==> src/rtl/z80_bus_pkg.sv <==
`default_nettype none
//==============================================================================
// Module : z80_bus_pkg
// Desc   : Shared types and constants for the z80 bus responder and monitor.
// Rev    : 1.0 - initial release
//==============================================================================
package z80_bus_pkg;

   typedef enum logic [2:0] {
      NONE    = 3'd0,
      MEM_RD  = 3'd1,
      MEM_WR  = 3'd2,
      IO_RD   = 3'd3,
      IO_WR   = 3'd4,
      FETCH   = 3'd5,
      INTA    = 3'd6,
      REFRESH = 3'd7
   } z80_bus_kind_t;

   typedef enum logic [1:0] {
      ST_IDLE = 2'd0,
      ST_REQ  = 2'd1,
      ST_RSP  = 2'd2,
      ST_HOLD = 2'd3
   } z80_bus_state_t;

   localparam logic [7:0] Z80_BUS_IDLE_DATA = 8'hFF;

   function automatic logic kind_is_write(input z80_bus_kind_t kind);
      return (kind == MEM_WR) || (kind == IO_WR);
   endfunction

   // INTA is an I/O-space cycle on the real part, so it takes the I/O wait budget
   function automatic logic kind_is_io(input z80_bus_kind_t kind);
      return (kind == IO_RD) || (kind == IO_WR) || (kind == INTA);
   endfunction

endpackage
`default_nettype wire

==> src/rtl/z80_bus_decode.sv <==
`default_nettype none
//==============================================================================
// Module : z80_bus_decode
// Desc   : Combinational classifier turning z80 strobes into a bus cycle kind.
// Rev    : 1.0 - initial release
//==============================================================================
module z80_bus_decode
   import z80_bus_pkg::*;
(
   input  logic       nmreq,
   input  logic       niorq,
   input  logic       bus_nread,
   input  logic       bus_nwrite,
   input  logic       nm1,
   input  logic       nrfsh,
   output logic [2:0] kind
);

   // Priority order matters: refresh and M1 qualify the plain memory/IO decodes
   always_comb begin
      kind = NONE;
      if (!nrfsh)
         kind = REFRESH;
      else if (!nm1 && !niorq)
         kind = INTA;
      else if (!nm1 && !nmreq && !bus_nread)
         kind = FETCH;
      else if (!nmreq && !bus_nread)
         kind = MEM_RD;
      else if (!nmreq && !bus_nwrite)
         kind = MEM_WR;
      else if (!niorq && !bus_nread)
         kind = IO_RD;
      else if (!niorq && !bus_nwrite)
         kind = IO_WR;
   end

endmodule
`default_nettype wire

==> src/rtl/z80_bus_responder.sv <==
`default_nettype none
//==============================================================================
// Module : z80_bus_responder
// Desc   : Turns z80 bus cycles into valid/ready store requests, stretching with nwait.
// Rev    : 1.0 - initial release
//==============================================================================
module z80_bus_responder
   import z80_bus_pkg::*;
#(
   parameter int MEM_WAIT = 0,
   parameter int IO_WAIT  = 1
) (
   input  logic        clk,
   input  logic        reset,
   input  logic [15:0] bus_addr,
   input  logic [7:0]  bus_wdata,
   input  logic        nmreq,
   input  logic        niorq,
   input  logic        bus_nread,
   input  logic        bus_nwrite,
   input  logic        nm1,
   input  logic        nrfsh,
   output logic [7:0]  bus_rdata,
   output logic        nwait,
   output logic        req_valid,
   input  logic        req_ready,
   output logic [2:0]  req_kind,
   output logic [15:0] req_addr,
   output logic [7:0]  req_wdata,
   input  logic        rsp_valid,
   input  logic [7:0]  rsp_rdata,
   output logic        protocol_err
);

   localparam logic [2:0] c_mem_wait = 3'(MEM_WAIT);
   localparam logic [2:0] c_io_wait  = 3'(IO_WAIT);

   z80_bus_state_t r_state;
   z80_bus_state_t w_state_next;
   z80_bus_kind_t  r_kind;
   z80_bus_kind_t  w_kind;
   logic [2:0]     w_kind_bits;
   logic [15:0]    r_addr;
   logic [7:0]     r_wdata;
   logic [7:0]     r_rdata;
   logic [2:0]     r_wait_cnt;
   logic           r_abort;
   logic           r_err;
   logic           w_strobes_idle;
   logic           w_start;

   z80_bus_decode u_decode (
      .nmreq      (nmreq),
      .niorq      (niorq),
      .bus_nread  (bus_nread),
      .bus_nwrite (bus_nwrite),
      .nm1        (nm1),
      .nrfsh      (nrfsh),
      .kind       (w_kind_bits)
   );

   assign w_kind         = z80_bus_kind_t'(w_kind_bits);
   assign w_strobes_idle = nmreq & niorq & bus_nread & bus_nwrite;
   assign w_start        = (w_kind != NONE) && (w_kind != REFRESH);

   always_ff @(posedge clk) begin
      if (reset)
         r_state <= ST_IDLE;
      else
         r_state <= w_state_next;
   end

   // An aborted cycle still completes its handshake with the store, then skips HOLD
   always_comb begin
      w_state_next = r_state;
      case (r_state)
         ST_IDLE: if (w_start) w_state_next = ST_REQ;
         ST_REQ: begin
            if (req_ready) begin
               if (r_abort || w_strobes_idle)
                  w_state_next = ST_IDLE;
               else if (kind_is_write(r_kind))
                  w_state_next = ST_HOLD;
               else
                  w_state_next = ST_RSP;
            end
         end
         ST_RSP: begin
            if (rsp_valid)
               w_state_next = (r_abort || w_strobes_idle) ? ST_IDLE : ST_HOLD;
         end
         ST_HOLD: if (w_strobes_idle) w_state_next = ST_IDLE;
         default: w_state_next = ST_IDLE;
      endcase
   end

   always_comb begin
      req_valid = (r_state == ST_REQ);
      nwait     = !((r_state == ST_REQ) || (r_state == ST_RSP) || (r_wait_cnt != 3'd0));
   end

   always_ff @(posedge clk) begin
      if (reset) begin
         r_kind     <= NONE;
         r_addr     <= 16'h0000;
         r_wdata    <= 8'h00;
         r_rdata    <= Z80_BUS_IDLE_DATA;
         r_wait_cnt <= 3'd0;
         r_abort    <= 1'b0;
         r_err      <= 1'b0;
      end else begin
         if (r_state == ST_IDLE && w_start) begin
            r_kind     <= w_kind;
            r_addr     <= bus_addr;
            r_wdata    <= bus_wdata;
            r_wait_cnt <= kind_is_io(w_kind) ? c_io_wait : c_mem_wait;
            r_abort    <= 1'b0;
         end else if (w_state_next == ST_IDLE) begin
            // nothing left to stretch once the cycle is gone
            r_wait_cnt <= 3'd0;
         end else if (r_wait_cnt != 3'd0) begin
            r_wait_cnt <= r_wait_cnt - 3'd1;
         end

         if ((r_state == ST_REQ || r_state == ST_RSP) && w_strobes_idle) begin
            r_abort <= 1'b1;
            r_err   <= 1'b1;
         end

         if (r_state == ST_RSP && rsp_valid && !r_abort && !w_strobes_idle)
            r_rdata <= rsp_rdata;
      end
   end

   assign bus_rdata    = r_rdata;
   assign req_kind     = r_kind;
   assign req_addr     = r_addr;
   assign req_wdata    = r_wdata;
   assign protocol_err = r_err;

endmodule
`default_nettype wire

==> config.mk <==
export PLATFORM = sky130hd
export DESIGN_NAME = z80_bus_responder
export DESIGN_NICKNAME = d
export VERILOG_FILES = /design/src/rtl/z80_bus_pkg.sv /design/src/rtl/z80_bus_decode.sv /design/src/rtl/z80_bus_responder.sv
export SDC_FILE = /design/constraint.sdc
export NUM_CORES = 1
export LEC_CHECK = 0
export CAP_MARGIN = 5
export CORE_MARGIN = 2
export CORE_UTILIZATION = 47
export CTS_BUF_LIST = sky130_fd_sc_hd__clkbuf_2 sky130_fd_sc_hd__clkbuf_4 sky130_fd_sc_hd__clkbuf_8
export DETAILED_ROUTE_END_ITERATION = 6
export PLACE_DENSITY = 0.88
export SLEW_MARGIN = 10
export SYNTH_ARGS = -nofsm -noshare
export SYNTH_HDL_FRONTEND = slang
export SYNTH_SLANG_ARGS = --single-unit
export TNS_END_PERCENT = 5
==> constraint.sdc <==
create_clock -name clk -period 2.5 [get_ports clk]
set_input_delay 0.25 -clock clk [delete_from_list [all_inputs] [get_ports clk]]
set_output_delay 0.25 -clock clk [all_outputs]
set_load 0.005 [all_outputs]
After elaboration in Yosys (flattened, before gate mapping)
Index checks and enable logic that the tools add are counted.

storage, ports and cells
  word-level logic and storage cells = 75
  register bits after elaboration = 42

operators by class
  equal/unequal tests = 9
  reductions and logical operators = 33
  $add $sub $neg = 1
  bitwise gates (word level) = 3
  mux-type cells = 21

operators with widths
  kind                                               number
  2-to-1 mux 3 bit                                   10
  logical AND 1 bit                                  13
  2-to-1 mux 2 bit                                   6
  == test 3 bit (second input constant)              3
  nonzero test 3 bit                                 3
  logical NOT 1 bit                                  8
  one-hot mux 2 bit (4 select lines)                 1
  == test 3 x 2 -> 1 bit (second input constant)     2
  logical OR 1 bit                                   6
  == test 2 bit (second input constant)              2
  logical NOT 2 bit                                  2
  2-to-1 mux 1 bit                                   4
  bitwise AND 1 bit                                  3
  inequality test 3 bit (second input constant)      1
  subtractor 3 x 1 -> 3 bit (second input constant)  1
  == test 2 x 1 -> 1 bit (second input constant)     1
  nonzero test 2 bit                                 1

Logic depth before layout (Yosys ltp)
  word-level depth = 16
  gate-level depth with buffers = 8
  mapped depth without buffers = 7

Hierarchy
From an unflattened synthesis, not the netlist that was laid out.

unflattened totals
  cells, all modules = 223
  area total of the unflattened synthesis = 1993.2 µm²

by module, submodules not included
  module             instances  area an instance (µm²)  cells an instance
  z80_bus_responder  1          1931.9                  214
  z80_bus_decode     1          61.3                    9

Worst setup path before layout
No wires, ideal clock.

  path kind = register -> register
  start = register r_state[0]
  end = register r_rdata[0] (netlist: bus_rdata[0])
  library setup time = 120 ps
  stages on the path, launching flop included = 8
  arrival = 1467 ps
  clock period less this slack = 1587 ps
  required time = 2380 ps
  path slack = 913 ps
  cells stage by stage = dfxtp_1 -> inv_1 -> ha_1 -> nand2_1 -> nor3_4 -> buf_2 -> nor2b_1 -> a211o_1

on the way
  word-level cells in the longest chain between the ends = 4

ends and longest elaborated chain
  item                             RTL line                  source
  start, declared                  z80_bus_responder.sv:38   z80_bus_state_t r_state;
  start signal, assigned           z80_bus_responder.sv:70   r_state <= w_state_next;
  == test 2 bit                    z80_bus_responder.sv:130  if (r_state == ST_RSP && rsp_valid && !r_abort && !w_strobes_idle)
  logical AND 1 bit (3 in series)  z80_bus_responder.sv:130
  end signal, assigned             z80_bus_responder.sv:131  r_rdata <= rsp_rdata;
  end, declared                    z80_bus_responder.sv:45   logic [7:0] r_rdata;

Every way passes these cells.
A chain may end at the register's enable or synchronous reset.

Worst setup path after layout
  start = register r_state[0]
  end = output nwait

on the way
  word-level cells in the longest chain between the ends = 4

ends and longest elaborated chain
  item                                                            RTL line                 source
  == test 2 x 1 -> 1 bit / == test 2 bit (equally long branches)  z80_bus_responder.sv:99  nwait = !((r_state == ST_REQ) || (r_state == ST_RSP) || (r_wait_cnt != 3'd0));
  logical OR 1 bit * (2 in series)                                z80_bus_responder.sv:99
  logical NOT 1 bit *                                             z80_bus_responder.sv:99
  end, declared                                                   z80_bus_responder.sv:24  output logic nwait,

Mark *: on every way between the ends. The rest lies on a longest branch, timed or not.

==> run_results.csv <==
group,metric,value,unit
worst_setup_path,endpoint,"nwait",
routing,drt_iter0_markers,54,
sta,relSlewSlack,0.6283,
clock_network,cts_tree,"built",
final_layout,seqCellArea,840.8,µm²
die,dieHeight,66.62,µm
sta,slew_viol_final,0,
global_routing,grt_pass1_wl,7293,µm
worst_setup_path,reg2regPathDepth,6,
sta,finalSetupViolations,0,
routing,routed.top_layer,"met4",
clock_network,clk_latency,0.29,ns
power,power.net_switching,0.0007482,W
power,power_density,820.3,mW/mm²
sta,worstMarginPinSlew,0.5557,ns
synthesis,seq_area_frac_synth,0.4562,
sta,fin_crit,2.069,ns
sta,tns,0,ns
routing,wl_met2,2141,µm
clock_network,cts_resized,0,
worst_setup_path,cp.required,2.25,ns
routing,wl_met3,227,µm
routing,wl_met1,2008,µm
synthesis,syn_nets,267,
placement,dp_hpwl,3325,µm
power,p_total,0.002266,W
routing,dr.pass1.iters,4,
power,p_clk_frac,0.193,
synthesis,ys.flop_type,"dfxtp_1",
worst_setup_path,cp.arrival,1.82,ns
sta,fin_crit_sh,0.8274,
synthesis,avgSynthCellArea,8.454,µm²
final_layout,final_cell_mix,"clkdlybuf4s50_1, nand2_1, dfxtp_1",
die,fp-row-count,22,
placement,gp_congestion,0.7637,
die,die_x,66.62,µm
worst_setup_path,path_max_fanout,5,
routing,drc,0,
clock_network,clock-sinks,42,
routing,wire_per_inst,12.99,µm
power,power_frac_seq,0.383,
global_routing,grt_max_degree,21,
final_layout,nFillCells,293,
worst_setup_path,crit_path_start,"r_state[0]",
power,p_leak,1.025,nW
synthesis,yosys_warnings,0,
final_layout,diodes,0,
die,ioPinCount,80,
global_routing,grt_pass1_vias,1634,
synthesis,ys_types,38,
final_layout,drive_gt1_frac,0.06397,
synthesis,synth-seq-cells,42,
worst_hold_path,hold_class,"reg2reg",
global_routing,antenna_found_initial,0,
placement,io_buffers,79,
clock_network,cts_max_level,2,
power,vdd_drop_max,0.5468,mV
final_layout,multi_input_area,885.9,µm²
worst_setup_path,critPathCaptureType,"output pin",
die,die-area,0.004438,mm²
clock_network,cts_max_path_buffers,2,
routing,antenna_left,0,
synthesis,async_flop_share,0,
die,core-area,0.003716,mm²
worst_setup_path,reg2reg_to,"bus_rdata[0]",
clock_network,clk_pin_slew,0.08,ns
worst_setup_path,path_class,"reg2out",
sta,timing.fmax,483.4,MHz
synthesis,syn-cell-area,0.001843,mm²
worst_setup_path,cp-start-kind,"flop",
power,netSwitchingFraction,0.3302,
global_routing,grt_overflow,0,
clock_network,post_cts.repair.setup_buffers,0,
final_layout,final_nets,345,
die,initial_utilization,0.4960,
power,power_frac_comb,0.424,
sta,hold_viol,0,
clock_network,ctsHoldBuffers,0,
final_layout,syn_to_final_growth,49.90,%
sta,skew,0.005387,ns
worst_setup_path,r2r-start,"r_state[0]",
final_layout,final_common_cell,"clkdlybuf4s50_1",
synthesis,synth_cells,218,
status,outcome,"complete, no violations",
clock_network,cts-root-buf,"clkbuf_8",
worst_setup_path,reg2reg_slack,0.71,ns
job,drv_cap,0,
routing,via_per_inst,5.064,
synthesis,synth_edf_count,0,
clock_network,cts_buffers,5,
global_routing,grt_usage,0.2147,
routing,wirelength,4483,µm
power,p_int,0.001518,W
sta,rsz0062_at_grt,"no",
routing,vias,1747,
-- registers in the layout, summed over array words and instances (netlist names) --
signal and cells:
bus_rdata 8, protocol_err 1, r_abort 1, r_state 2
r_wait_cnt 3, req_addr 16, req_kind 3, req_wdata 8
-- power by group through the flow --
stage,Clock [W],Combinational (W),Sequential (W)
after detailed placement,0,0.000962,0.000882
after global placement,0,0.000940,0.000878
after CTS,0.000449,0.000970,0.000868
after global routing,0.000487,0.00107,0.000883
final,0.000438,0.000960,0.000868
after floorplan,0,0.000528,0.000881
-- metal layers --
layer / vias to the layer above / global-route usage
li1: 888 / -
met3: 10 / 0.06250
met5: - / 0
met1: 805 / 0.2647
met4: 0 / 0.07653
met2: 44 / 0.3550
-- worst min-delay path by stage --
| stage | start | end | cells past startpoint | slack [ns] |
|---|---|---|---|---|
| final | req_addr[11] | req_addr[11] | 2 | 0.46 |
| after global placement | req_addr[8] | req_addr[8] | 2 | 0.44 |
| after CTS | req_addr[12] | req_addr[12] | 2 | 0.46 |
| after global routing | req_addr[14] | req_addr[14] | 2 | 0.48 |
| after detailed placement | req_addr[12] | req_addr[12] | 2 | 0.45 |
| after floorplan | rsp_rdata[0] | bus_rdata[0] | 1 | 0.37 |
-- cell families (layout without fill, tap and decap cells) --
group / count (synthesis) / count (layout) / synth area share
mux: 2 / 2 / 0.01086
compound gates: 54 / 54 / 0.1935
fa+ha+maj: 7 / 7 / 0.04752
simple gates: 87 / 87 / 0.2179
buf+inv: 24 / 103 / 0.06449
xor+xnor: 2 / 2 / 0.009506
flops: 42 / 42 / 0.4562
-- area by class of cell --
cell class | instances | area share
repair buffers | 85 | 0.3071
clock buffers | 6 | 0.02763
inverters | 10 | 0.01359
clock inverters | 2 | 0.004982
well taps | 48 | 0.02174
multi-input cells | 152 | 0.3207
flip-flops and latches | 42 | 0.3043
-- Yosys cell counts, types with 3 or more instances --
master    count  share of area
inv_1        10          0.020
a21oi_1      29          0.079
buf_4         3          0.012
nor2_1       10          0.020
dfxtp_1      42           0.46
nand2b_1      3          0.010
nor3_1        4          0.011
ha_1          7          0.048
a211o_1       8          0.038
clkbuf_1      6          0.012
a211oi_1      4          0.016
nand2_1      51           0.10
nor2b_1       9          0.031
-- per-stage QoR --
stage,setup slack [ns],hold slack (ns),cells,utilization,area [µm²]
after floorplan,0.9130,0.3679,218,-,1843
after global placement,0.2946,0.4411,337,0.7192,2673
after detailed placement,0.2546,0.4470,337,0.7192,2673
after CTS,0.4181,0.4576,345,0.7434,2763
after global routing,0.3665,0.4782,345,0.7434,2763
final,0.4315,0.4560,345,0.7434,2763
-- worst max-delay path, stage by stage, from the launching register on --
cell and delay [ns]:
dfxtp_1 0.42, inv_1 0.11, ha_1 0.34, nor2b_1 0.13
clkdlybuf4s50_1 0.53
No activity file was read; power rests on OpenSTA's default activity.
